===== src/rtl/nibble_serial_alu_ctrl.sv =====
// nibble_serial_alu_ctrl: WIDTH-bit add/subtract sequenced one nibble per
// clock through a single 74LS283-style 4-bit adder, LSB nibble first.
// Optional feature macro: NIBBLE_ALU_OVF_EN (signed overflow flag on o_ovf;
// when undefined o_ovf is tied low).

// 4-bit binary full adder with fast carry, behavioural model of the 74LS283.
module dm74ls283_quad_adder (
    input  logic [3:0] i_a,
    input  logic [3:0] i_b,
    input  logic       i_cin,
    output logic [3:0] o_sum,
    output logic       o_cout
);
    logic [4:0] w_full;

    assign w_full = {1'b0, i_a} + {1'b0, i_b} + {4'b0000, i_cin};
    assign o_sum  = w_full[3:0];
    assign o_cout = w_full[4];
endmodule

module nibble_serial_alu_ctrl #(
    parameter int WIDTH = 8
) (
    input  logic             i_clk,
    input  logic             i_rst,
    input  logic             i_start,
    input  logic             i_sub,
    input  logic [WIDTH-1:0] i_a,
    input  logic [WIDTH-1:0] i_b,
    output logic             o_busy,
    output logic             o_done,
    output logic [WIDTH-1:0] o_result,
    output logic             o_carry,
    output logic             o_zero,
    output logic             o_ovf
);
    localparam int NIB  = WIDTH / 4;
    localparam int IDXW = (NIB > 1) ? $clog2(NIB) : 1;
    localparam logic [IDXW-1:0] LAST_IDX = IDXW'(NIB - 1);

    typedef enum logic [1:0] {
        S_IDLE = 2'd0,
        S_RUN  = 2'd1,
        S_DONE = 2'd2
    } state_t;

    state_t           r_state;
    state_t           w_state_nxt;
    logic             w_accept;
    logic             w_last;

    logic [WIDTH-1:0] r_opa;
    logic [WIDTH-1:0] r_opb;
    logic             r_c;
    logic [IDXW-1:0]  r_idx;
    logic [WIDTH-1:0] r_result;
    logic             r_carry;
    logic             r_zero;

    logic [3:0]       w_nib_a;
    logic [3:0]       w_nib_b;
    logic [3:0]       w_sum;
    logic             w_cout;
    logic [WIDTH-1:0] w_res_nxt;

    // Nibble select feeding the single adder chip.
    assign w_nib_a = r_opa[{r_idx, 2'b00} +: 4];
    assign w_nib_b = r_opb[{r_idx, 2'b00} +: 4];

    dm74ls283_quad_adder u_adder (
        .i_a    (w_nib_a),
        .i_b    (w_nib_b),
        .i_cin  (r_c),
        .o_sum  (w_sum),
        .o_cout (w_cout)
    );

    // Result as it will look after this cycle's nibble write; used for zero/ovf
    // so the flags see the final nibble on the DONE-entry edge.
    always_comb begin
        w_res_nxt = r_result;
        w_res_nxt[{r_idx, 2'b00} +: 4] = w_sum;
    end

    // Next-state logic; a start is accepted in IDLE or DONE, never in RUN.
    always_comb begin
        w_state_nxt = r_state;
        w_accept    = 1'b0;
        w_last      = 1'b0;
        case (r_state)
            S_IDLE: begin
                if (i_start) begin
                    w_accept    = 1'b1;
                    w_state_nxt = S_RUN;
                end
            end
            S_RUN: begin
                w_last = (r_idx == LAST_IDX);
                if (w_last) w_state_nxt = S_DONE;
            end
            S_DONE: begin
                if (i_start) begin
                    w_accept    = 1'b1;
                    w_state_nxt = S_RUN;
                end else begin
                    w_state_nxt = S_IDLE;
                end
            end
            default: w_state_nxt = S_IDLE;
        endcase
    end

    // State register.
    always_ff @(posedge i_clk) begin
        if (i_rst) r_state <= S_IDLE;
        else       r_state <= w_state_nxt;
    end

    // Operand capture, per-nibble result write and flag update at DONE entry.
    always_ff @(posedge i_clk) begin
        if (i_rst) begin
            r_opa    <= '0;
            r_opb    <= '0;
            r_c      <= 1'b0;
            r_idx    <= '0;
            r_result <= '0;
            r_carry  <= 1'b0;
            r_zero   <= 1'b0;
        end else if (w_accept) begin
            // Subtract is A + ~B + 1: invert B here and seed the carry with 1.
            r_opa    <= i_a;
            r_opb    <= i_sub ? ~i_b : i_b;
            r_c      <= i_sub;
            r_idx    <= '0;
            r_result <= '0;
        end else if (r_state == S_RUN) begin
            r_result <= w_res_nxt;
            r_c      <= w_cout;
            r_idx    <= r_idx + IDXW'(1);
            if (w_last) begin
                r_carry <= w_cout;
                r_zero  <= (w_res_nxt == '0);
            end
        end
    end

`ifdef NIBBLE_ALU_OVF_EN
    logic r_ovf;
    logic w_ovf_nxt;

    // Same-sign operands (B after inversion) giving an opposite-sign result.
    assign w_ovf_nxt = (r_opa[WIDTH-1] == r_opb[WIDTH-1]) &&
                       (w_res_nxt[WIDTH-1] != r_opa[WIDTH-1]);

    // Overflow flag, updated only on the DONE-entry edge.
    always_ff @(posedge i_clk) begin
        if (i_rst)                            r_ovf <= 1'b0;
        else if ((r_state == S_RUN) && w_last) r_ovf <= w_ovf_nxt;
    end

    assign o_ovf = r_ovf;
`else
    assign o_ovf = 1'b0;
`endif

    assign o_busy   = (r_state == S_RUN);
    assign o_done   = (r_state == S_DONE);
    assign o_result = r_result;
    assign o_carry  = r_carry;
    assign o_zero   = r_zero;
endmodule

===== config.mk =====
export PLATFORM = sky130hd
export DESIGN_NAME = nibble_serial_alu_ctrl
export DESIGN_NICKNAME = d
export VERILOG_FILES = /design/src/rtl/nibble_serial_alu_ctrl.sv
export SDC_FILE = /design/constraint.sdc
export NUM_CORES = 1
export LEC_CHECK = 0
export ABC_AREA = 1
export BUFFER_PORTS_ARGS = -buffer_cell sky130_fd_sc_hd__buf_4
export CORE_MARGIN = 2
export CORE_UTILIZATION = 28
export CTS_BUF_LIST = sky130_fd_sc_hd__clkbuf_16
export DETAILED_ROUTE_END_ITERATION = 10
export GPL_TIMING_DRIVEN = 0
export HOLD_SLACK_MARGIN = 0.12
export SLEW_MARGIN = 10
export SYNTH_ARGS = -nofsm -noshare
export SYNTH_HDL_FRONTEND = slang
export SYNTH_SLANG_ARGS = --single-unit

===== constraint.sdc =====
create_clock -name i_clk -period 1.93 [get_ports i_clk]
set_input_delay 0.2895 -clock i_clk [delete_from_list [all_inputs] [get_ports i_clk]]
set_output_delay 0.2895 -clock i_clk [all_outputs]
set_load 0.01 [all_outputs]

==> results of run 1 <==
[flip-flops by register name (all words and copies together), names as in the netlist]
name,flops
o_carry,1
o_result,8
r_state,2
r_idx,1
r_opb,8
r_c,1
o_zero,1
r_opa,8
[through the flow]
stage | setup TNS [ns] | instances
after floorplan | 0 | 192
after global placement | -0.954 | 292
after detailed placement | -1.21 | 292
after CTS | -0.0800 | 302
after global routing | -0.222 | 302
final | -0.0468 | 302
[repair_timing]
action | CTS | global route
endpoints found under the setup margin | 7 | 7
gates resized for setup | 5 | 8
pin swaps | 3 | 6
buffers inserted | 3 | 0
hold buffers | 0 | 0
[layer usage]
metal | global-route usage [%] | share of wire (%) | vias to the layer above
met4 | 7.82 | 2.9 | 0
met1 | 15.3 | 47 | 548
li1 | - | - | 682
met2 | 19.9 | 44 | 29
met3 | 5.21 | 6.0 | 7
met5 | 0 | 0 | -
[critical path, stage by stage (launching register included)]
cell and delay, ns:
dfxtp_4 0.38, mux2i_4 0.20, fa_2 0.35, inv_2 0.08
fa_2 0.47, nor2_1 0.12, nand2_1 0.06, nor2_1 0.08
nand2_1 0.07, a21oi_2 0.10
[cell type report]
| type | instances | area, um^2 |
|---|---|---|
| Buffer | 6 | 38.8 |
| Clock buffer | 5 | 125 |
| Clock inverter | 3 | 11.3 |
| Fill cell | 567 | 3080 |
| Inverter | 24 | 97.6 |
| Multi-Input combinational cell | 131 | 778 |
| Sequential cell | 30 | 604 |
| Tap cell | 70 | 87.6 |
| Timing Repair Buffer | 33 | 248 |
[cell usage in the layout (no fill, tap or decap), types with 2 or more instances in the layout]
cell / synthesis / final
nand2_1: 36 / 32
o21a_1: 2 / 2
buf_2: 4 / 3
nand2_4: 4 / 4
ha_1: 3 / 2
o21ai_1: 2 / 2
clkbuf_16: 0 / 5
nand2_2: 0 / 4
inv_2: 2 / 3
buf_4: 1 / 34
clkinv_1: 0 / 3
a21oi_2: 1 / 3
nor2_1: 24 / 23
a21oi_1: 19 / 17
nand3_1: 4 / 4
fa_2: 0 / 2
xnor2_1: 8 / 8
dfxtp_1: 30 / 29
inv_1: 20 / 19
o21ai_0: 21 / 20
[path summary, 6_finish.rpt]
check                           start                  endpoint  slack [ns]  depth (start not counted)
max                r_idx$_SDFFE_PP0P_       o_zero$_SDFFE_PP0P_       -0.05                          9
min                             i_rst       o_zero$_SDFFE_PP0P_        0.20                          2
min reg2reg  o_result[5]$_SDFFE_PP0P_  o_result[5]$_SDFFE_PP0P_        0.45                          2
max reg2reg        r_idx$_SDFFE_PP0P_       o_zero$_SDFFE_PP0P_       -0.05                          9
[power by group]
part           internal (mW)  switching [mW]  total [mW]
clock                  0.462           0.260       0.723
sequential             0.664          0.0287       0.693
combinational          0.154           0.192       0.346
[cells by family after synthesis]
logic type	count (synthesis)	share of synthesized area, %
adder cells (fa/ha/maj)	5	5.29
AO/OA/AOI/OAI	47	17.2
multiplexers	1	0.683
XOR/XNOR	8	4.78
buffers and inverters	31	9.64
other	1	0.256
AND/OR/NAND/NOR	69	21.2
flip-flops	30	41.0
==> results.yml, run 1 <==
pwr:
  power_density_mw_per_mm2: 885
  peakVddDrop_mv: 0.379
  finalPower_mw: 1.76
  p_leak_nw: 0.892
sta:
  timing.final.crit_share_pct: 102
  period_needed_ns: 1.98
  setup_viol: 2
  rsz0062_at_grt: "yes"
  finalClockSkew_ns: 0.00421
  worst_slack_ns: -0.0466
  holdWs_ns: 0.198
  fmax_mhz: 506
  finalHoldViolCount: 0
  slew_viol_final: 0
setup_path:
  cp-start-kind: "flip-flop"
  crit_type: "flip-flop to flip-flop"
  worst_ep_required_time_ns: 2.15
  worstPathArrival_ns: 2.19
  worstPathMaxFanout: 7
  endpoint_kind: "flip-flop"
clock_network:
  htree_levels: 2
  cts_sinks: 30
  cts_tree: "yes"
  cts_inserted_buffers: 5
  cts_max_path_buffers: 2
  clock-root-buffer: "clkbuf_16"
  insertion_delay_ns: 0.28
  path_clk_slew_ns: 0.05
layout:
  finish.utilization_pct: 39.2
  diodes: 0
  syn_to_final_growth_pct: 35.8
  fin_area_mm2: 0.00199
  layout.nets: 256
  drive_above_1_share_pct: 29.7
drt:
  route.antenna.remaining_nets: 0
  viasPerCell: 4.19
  num_vias: 1266
  drtIter0Drc: 32
  drc: 0
  wirelength_um: 3360
  dr.pass1.iters: 4
  routedWlPerCell_um: 11.1
yosys:
  synth_area_leaders: "dfxtp_1 41%, nand2_1 9.2%, o21ai_0 7.2%"
  syn_inst: 192
  ys_warn_count: 0
  synth_fp_nets: 217
  async_reset_ff_share_pct: 0
  post-synth-top-count-cell: "nand2_1"
  synth_edf_count: 0
  synth_commonest_cells: "36 x nand2_1, 30 x dfxtp_1, 24 x nor2_1"
  syn-cell-area_mm2: 0.00147
  avgSynthCellArea_um2: 7.64
  ys_ff_latch: 30
  synth_flop_cell: "dfxtp_1"
  synth.distinct_cells: 26
  netlist.area_leader.share_pct: 41.0
  yosysSeqAreaShare_pct: 41.0
  synth_top_area_cell: "dfxtp_1"
global_route:
  grt_pass1_vias: 1317
  antenna_found_initial: 0
  grt_max_degree: 11
  grt.overflow.total: 0
  grt_usage_pct: 13.0
  grt_pass1_wl_um: 5880
outcome:
  outcome: "finished, violations left"
  failed_checks: "negative setup slack"
flow_run:
  drv_cap: 0
placement:
  port_buffers: 30
  dpl_cell_area_mm2: 0.00179
  dpl.hpwl_um: 2410
  routabilityCongestion: 0.803
  pre_cts_ws_ns: -0.278
floorplanning:
  initial_core_util_pct: 28.9
  io_pins: 33
  coreArea_mm2: 0.00507
  row_count: 26
  die_w_um: 76.4
  chipHeight_um: 76.4
  dieArea_mm2: 0.00583
hold_path:
  hp-class: "primary input to flip-flop"
Note: power is estimated with default switching activity, not from simulation.
==> run 2: changes to the inputs <==
--- a/config.mk
+++ b/config.mk
@@ -14,4 +14,5 @@
 export GPL_TIMING_DRIVEN = 0
 export HOLD_SLACK_MARGIN = 0.12
+export PLACE_DENSITY = 0.46
 export SLEW_MARGIN = 10
 export SYNTH_ARGS = -nofsm -noshare
==> constraint.sdc (replaced) <==
create_clock -name i_clk -period 1.93 [get_ports i_clk]
set_input_delay 0 -clock i_clk [delete_from_list [all_inputs] [get_ports i_clk]]
set_output_delay 0 -clock i_clk [all_outputs]
set_load 0.01 [all_outputs]
==> run 2 against run 1 <==
The flow still finishes with violations (negative setup slack). Critical path depth is the same. Maximum frequency grew 1.3%. Clock skew grew 0.0018 ns. Worst setup slack gained 0.025 ns. First-iteration DRC count grew 19%. Worst hold slack lost 0.014 ns. Via count grew 5.2%. Non-clock buffer count grew 20. Register-to-register slack gained 0.03 ns. Utilization grew 4.3 points. Sequential cell count is the same. Critical endpoint unchanged. Largest power group unchanged. Highest routed layer unchanged.
==> results.yml, run 2 (synthesis gave the netlist of run 1 again) <==
outcome:
  outcome: "finished, violations left"
  failed_checks: "negative setup slack"
sta:
  slew_viol_final: 0
  finalClockSkew_ns: 0.00604
  setup_tns_ns: -0.0215
  setup_viol: 1
  rsz0062_at_grt: "yes"
  timing.final.crit_share_pct: 101
  finalHoldViolCount: 0
  fmax_mhz: 512
  worst_slack_ns: -0.0215
  holdWs_ns: 0.184
  period_needed_ns: 1.95
drt:
  drtIter0Drc: 38
  viasPerCell: 4.14
  routedWlPerCell_um: 10.7
  highest_layer: "met4"
  route.antenna.remaining_nets: 0
  num_vias: 1332
  drc: 0
  wirelength_um: 3430
  drt-met1-wl_um: 1640
  dr.pass1.iters: 4
  route.met2.wl_um: 1550
  wl_met3_um: 167
global_route:
  grt.overflow.total: 0
  antenna_found_initial: 0
  grt_usage_pct: 12.8
  grt_pass1_wl_um: 5770
  grt_pass1_vias: 1300
  grt_max_degree: 11
pwr:
  power_density_mw_per_mm2: 871
  peakVddDrop_mv: 0.392
  p_leak_nw: 0.998
  finalPower_mw: 1.92
setup_path:
  worst_ep_required_time_ns: 2.14
  worstPathMaxFanout: 7
  ff2ff_setup_slack_ns: -0.02
  r2r_end: "o_zero$_SDFFE_PP0P_"
  r2r_cells: 9
  cp-start-kind: "flip-flop"
  crit_type: "flip-flop to flip-flop"
  worstPathArrival_ns: 2.16
  r2r_start: "r_idx$_SDFFE_PP0P_"
  endpoint_kind: "flip-flop"
clock_network:
  cts_max_path_buffers: 2
  path_clk_slew_ns: 0.05
  clock-root-buffer: "clkbuf_16"
  cts_inserted_buffers: 5
  cts_tree: "yes"
  insertion_delay_ns: 0.27
  cts_sinks: 30
  htree_levels: 2
placement:
  routabilityCongestion: 0.710
  dpl_cell_area_mm2: 0.00179
  placed_cells: 292
  dpl.hpwl_um: 2420
  port_buffers: 30
floorplanning:
  row_count: 26
  chipHeight_um: 76.4
  io_pins: 33
  initial_core_util_pct: 28.9
  die_w_um: 76.4
  dieArea_mm2: 0.00583
  coreArea_mm2: 0.00507
layout:
  layout_commonest_cell: "buf_4"
  diodes: 0
  num-fill-cells: 561
  final_cell_mix: "36 x buf_4, 34 x nand2_1, 29 x dfxtp_1, 24 x nor2_1, 21 x inv_1"
  syn_to_final_growth_pct: 50.6
  fin_area_mm2: 0.00221
  final_cells: 322
  layout.nets: 276
  drive_above_1_share_pct: 27.8
hold_path:
  hp-class: "primary input to flip-flop"
  min_path_cells: 3
  hold_end: "r_c$_SDFFE_PP0P_"
  min_from: "i_sub"
flow_run:
  drv_cap: 0
==> run 2: changes by cell type in the layout (fill, tap and decap cells not counted), sizes merged <==
cell	previous run	this run
bufinv	0	1
buf	38	40
dlygate4sd3	0	18
clkinv	4	1
inv	23	25
==> run 2: critical path, stage by stage (launching register included) <==
cell,delay [ns]
dfxtp_4,0.38
mux2i_4,0.20
fa_2,0.38
inv_2,0.07
fa_2,0.44
nor2_1,0.09
nand2_1,0.06
nor2_1,0.08
nand2_1,0.08
a21oi_2,0.11
==> run 2: power by group <==
group	total [mW]	switching (mW)	internal, mW
clock	0.854	0.256	0.597
combinational	0.378	0.195	0.183
sequential	0.692	0.0275	0.664
total	1.92	0.479	1.44
==> run 2: how the worst max path moves through the flow <==
stage,startpoint,endpoint,slack (ns),cells past startpoint
global placement,r_idx$_SDFFE_PP0P_,r_c$_SDFFE_PP0P_,-0.31,10
CTS,r_idx$_SDFFE_PP0P_,r_c$_SDFFE_PP0P_,-0.0001,9
global route,r_idx$_SDFFE_PP0P_,o_zero$_SDFFE_PP0P_,-0.10,9
floorplan,r_idx$_SDFFE_PP0P_,r_c$_SDFFE_PP0P_,0.02,10
detailed placement,r_idx$_SDFFE_PP0P_,r_c$_SDFFE_PP0P_,-0.30,10
finish,r_idx$_SDFFE_PP0P_,o_zero$_SDFFE_PP0P_,-0.02,9
==> run 2: what timing repair did <==
item / in CTS / in global routing
pin swaps: 3 / 2
setup endpoints to repair: 7 / 8
buffers inserted: 4 / 1
hold endpoints to repair: 22 / 0
gates resized for setup: 5 / 9
hold buffers: 18 / 0
==> run 2: per-layer routing <==
metal | vias up | global-route usage [%]
met1 | 567 | 14.3
met3 | 8 | 3.91
li1 | 724 | -
met4 | 0 | 7.09
met5 | - | 0
met2 | 33 | 21.5
==> run 2: layout make-up <==
type / count / area [um^2] / share of cell area, %
Tap cell: 70 / 87.6 / 3.97
Inverter: 24 / 97.6 / 4.42
Timing Repair Buffer: 53 / 443 / 20.1
Clock inverter: 3 / 37.5 / 1.70
Clock buffer: 5 / 125 / 5.67
Multi-Input combinational cell: 131 / 774 / 35.1
Sequential cell: 30 / 604 / 27.4
Buffer: 6 / 38.8 / 1.76
==> run 2: stage by stage <==
step                      util [%]  setup WS, ns
after global placement        35.3        -0.307
after CTS                     42.8     -0.000119
final                         43.5       -0.0215
after detailed placement      35.3        -0.303
after floorplan                  -        0.0183
after global routing          43.5        -0.105
==> run 3: changes to the inputs <==
- CORE_MARGIN: 2 -> unset
- clock period: 1.93 -> 1.63 ns (I/O delays scaled with it)
==> run 3 against run 2 <==
The run still ends with negative setup slack left. Worst setup slack lost 0.37 ns. Count of clock-buffer cells in the layout is the same. Wire length grew 1.5%. Sequential share of layout area shrank 0.43 points. Final cell count is the same. Clock power is essentially flat. Die area shrank 5.2%. Sequential power grew 18%. Total power grew 12%. Global-route usage grew 1.3 points. Sequential cell count is the same. Critical endpoint unchanged. Largest cell class unchanged. Largest power group unchanged. Highest routed layer unchanged.
==> results.yml, run 3 (synthesis gave the netlist of run 1 again) <==
placement:
  pre_cts_ws_ns: -0.525
  routabilityCongestion: 0.702
  placed_cells: 289
  dpl.hpwl_um: 2380
  port_buffers: 30
layout:
  finish.utilization_pct: 46.0
  final_cells: 322
  num-fill-cells: 537
  layout.nets: 279
  final_cell_mix: "38 x buf_4, 29 x dfxtp_1, 27 x nand2_1, 23 x nor2_1"
  diodes: 0
  drive_above_1_share_pct: 33.7
  layout_commonest_cell: "buf_4"
  syn_to_final_growth_pct: 53.0
global_route:
  antenna_found_initial: 0
  grt_usage_pct: 14.0
  grt.overflow.total: 0
  grt_max_degree: 11
  grt_pass1_wl_um: 5790
  grt_pass1_vias: 1284
sta:
  period_needed_ns: 2.02
  fmax_mhz: 494
  timing.final.crit_share_pct: 124
  finalHoldViolCount: 0
  rsz0062_at_grt: "yes"
  slew_viol_final: 0
  finalClockSkew_ns: 0.00559
  holdWs_ns: 0.184
  setup_viol: 9
  worst_slack_ns: -0.394
drt:
  dr.pass1.iters: 4
  drt-met1-wl_um: 1700
  route.met2.wl_um: 1600
  wirelength_um: 3480
  num_vias: 1363
  drc: 0
  route.antenna.remaining_nets: 0
  viasPerCell: 4.23
  drtIter0Drc: 40
  routedWlPerCell_um: 10.8
  highest_layer: "met4"
  wl_met3_um: 134
pwr:
  power_density_mw_per_mm2: 962
  finalPower_mw: 2.16
  p_leak_nw: 1.00
  peakVddDrop_mv: 0.483
clock_network:
  insertion_delay_ns: 0.27
  cts_tree: "yes"
  cts_inserted_buffers: 5
  htree_levels: 2
  cts_sinks: 30
  clock-root-buffer: "clkbuf_16"
  cts_max_path_buffers: 2
  path_clk_slew_ns: 0.05
setup_path:
  crit_family: "adder cells"
  slowest_stage: "fa_2"
  worstPathMaxFanout: 6
  cp-start-kind: "flip-flop"
  critPathBufInv: 2
  crit_type: "flip-flop to flip-flop"
  path_cells: "buf_8 -> mux2i_4 -> fa_2 -> inv_2 -> fa_2 -> nor2_1 -> nand2_1 -> nor2_1 -> nand2_1 -> a21oi_2"
  crit_path_max_incr_delay_ns: 0.46
  worstPathArrival_ns: 2.23
  endpoint_kind: "flip-flop"
  worst_ep_required_time_ns: 1.83
floorplanning:
  die_w_um: 74.4
  io_pins: 33
  dieArea_mm2: 0.00553
  coreArea_mm2: 0.00488
  initial_core_util_pct: 30.1
  row_count: 25
  chipHeight_um: 74.4
outcome:
  outcome: "finished, violations left"
  failed_checks: "negative setup slack"
flow_run:
  drv_cap: 0
hold_path:
  hp-class: "primary input to flip-flop"
[run 3: worst paths after layout]
check | startpoint | endpoint | slack (ns) | cells past startpoint
max | r_idx$_SDFFE_PP0P_ | o_zero$_SDFFE_PP0P_ | -0.39 | 10
min | i_sub | r_c$_SDFFE_PP0P_ | 0.18 | 3
max reg2reg | r_idx$_SDFFE_PP0P_ | o_zero$_SDFFE_PP0P_ | -0.39 | 10
min reg2reg | o_result[5]$_SDFFE_PP0P_ | o_result[5]$_SDFFE_PP0P_ | 0.44 | 2
[run 3: final cells by class]
type                    instances  area [um^2]  area share (%)
flip-flops and latches         30          604            26.9
inverters                      24          100            4.46
well taps                      67         83.8            3.74
plain buffers                   7         53.8            2.40
clock inverters                 3         12.5           0.558
clock buffers                   5          125            5.58
repair buffers                 55          458            20.4
multi-input cells             131          806            35.9
[run 3: stage by stage]
stage	TNS [ns]	area (um^2)
after global routing	-2.92	2240
final	-2.14	2240
after detailed placement	-3.40	1800
after global placement	-3.45	1800
after CTS	-1.98	2200
after floorplan	-1.21	1490
[run 3: tightest hold or removal path, delay by kind of cell]
family	cells	cell delay [ns]
AO/OA/AOI/OAI	1	0.18
buffers and inverters	1	0.18
AND/OR/NAND/NOR	1	0.05
[run 3: routing by layer]
layer  vias to the layer above  GRT usage [%]
li1                        732              -
met2                        31           23.0
met1                       594           17.5
met5                         -              0
met3                         6           4.07
met4                         0           4.82
[run 3: power by group]
group	switching, mW	internal (mW)	leakage [nW]
clock network	0.303	0.550	0.0724
logic	0.251	0.239	0.684
registers	0.0300	0.786	0.247
[run 3: what timing repair did]
action,4_1_cts,5_1_grt
gates resized for setup,15,9
hold endpoints to repair,22,0
hold buffers,18,0
pin swaps,12,7
setup buffers,5,2
endpoints found under the setup margin,9,9
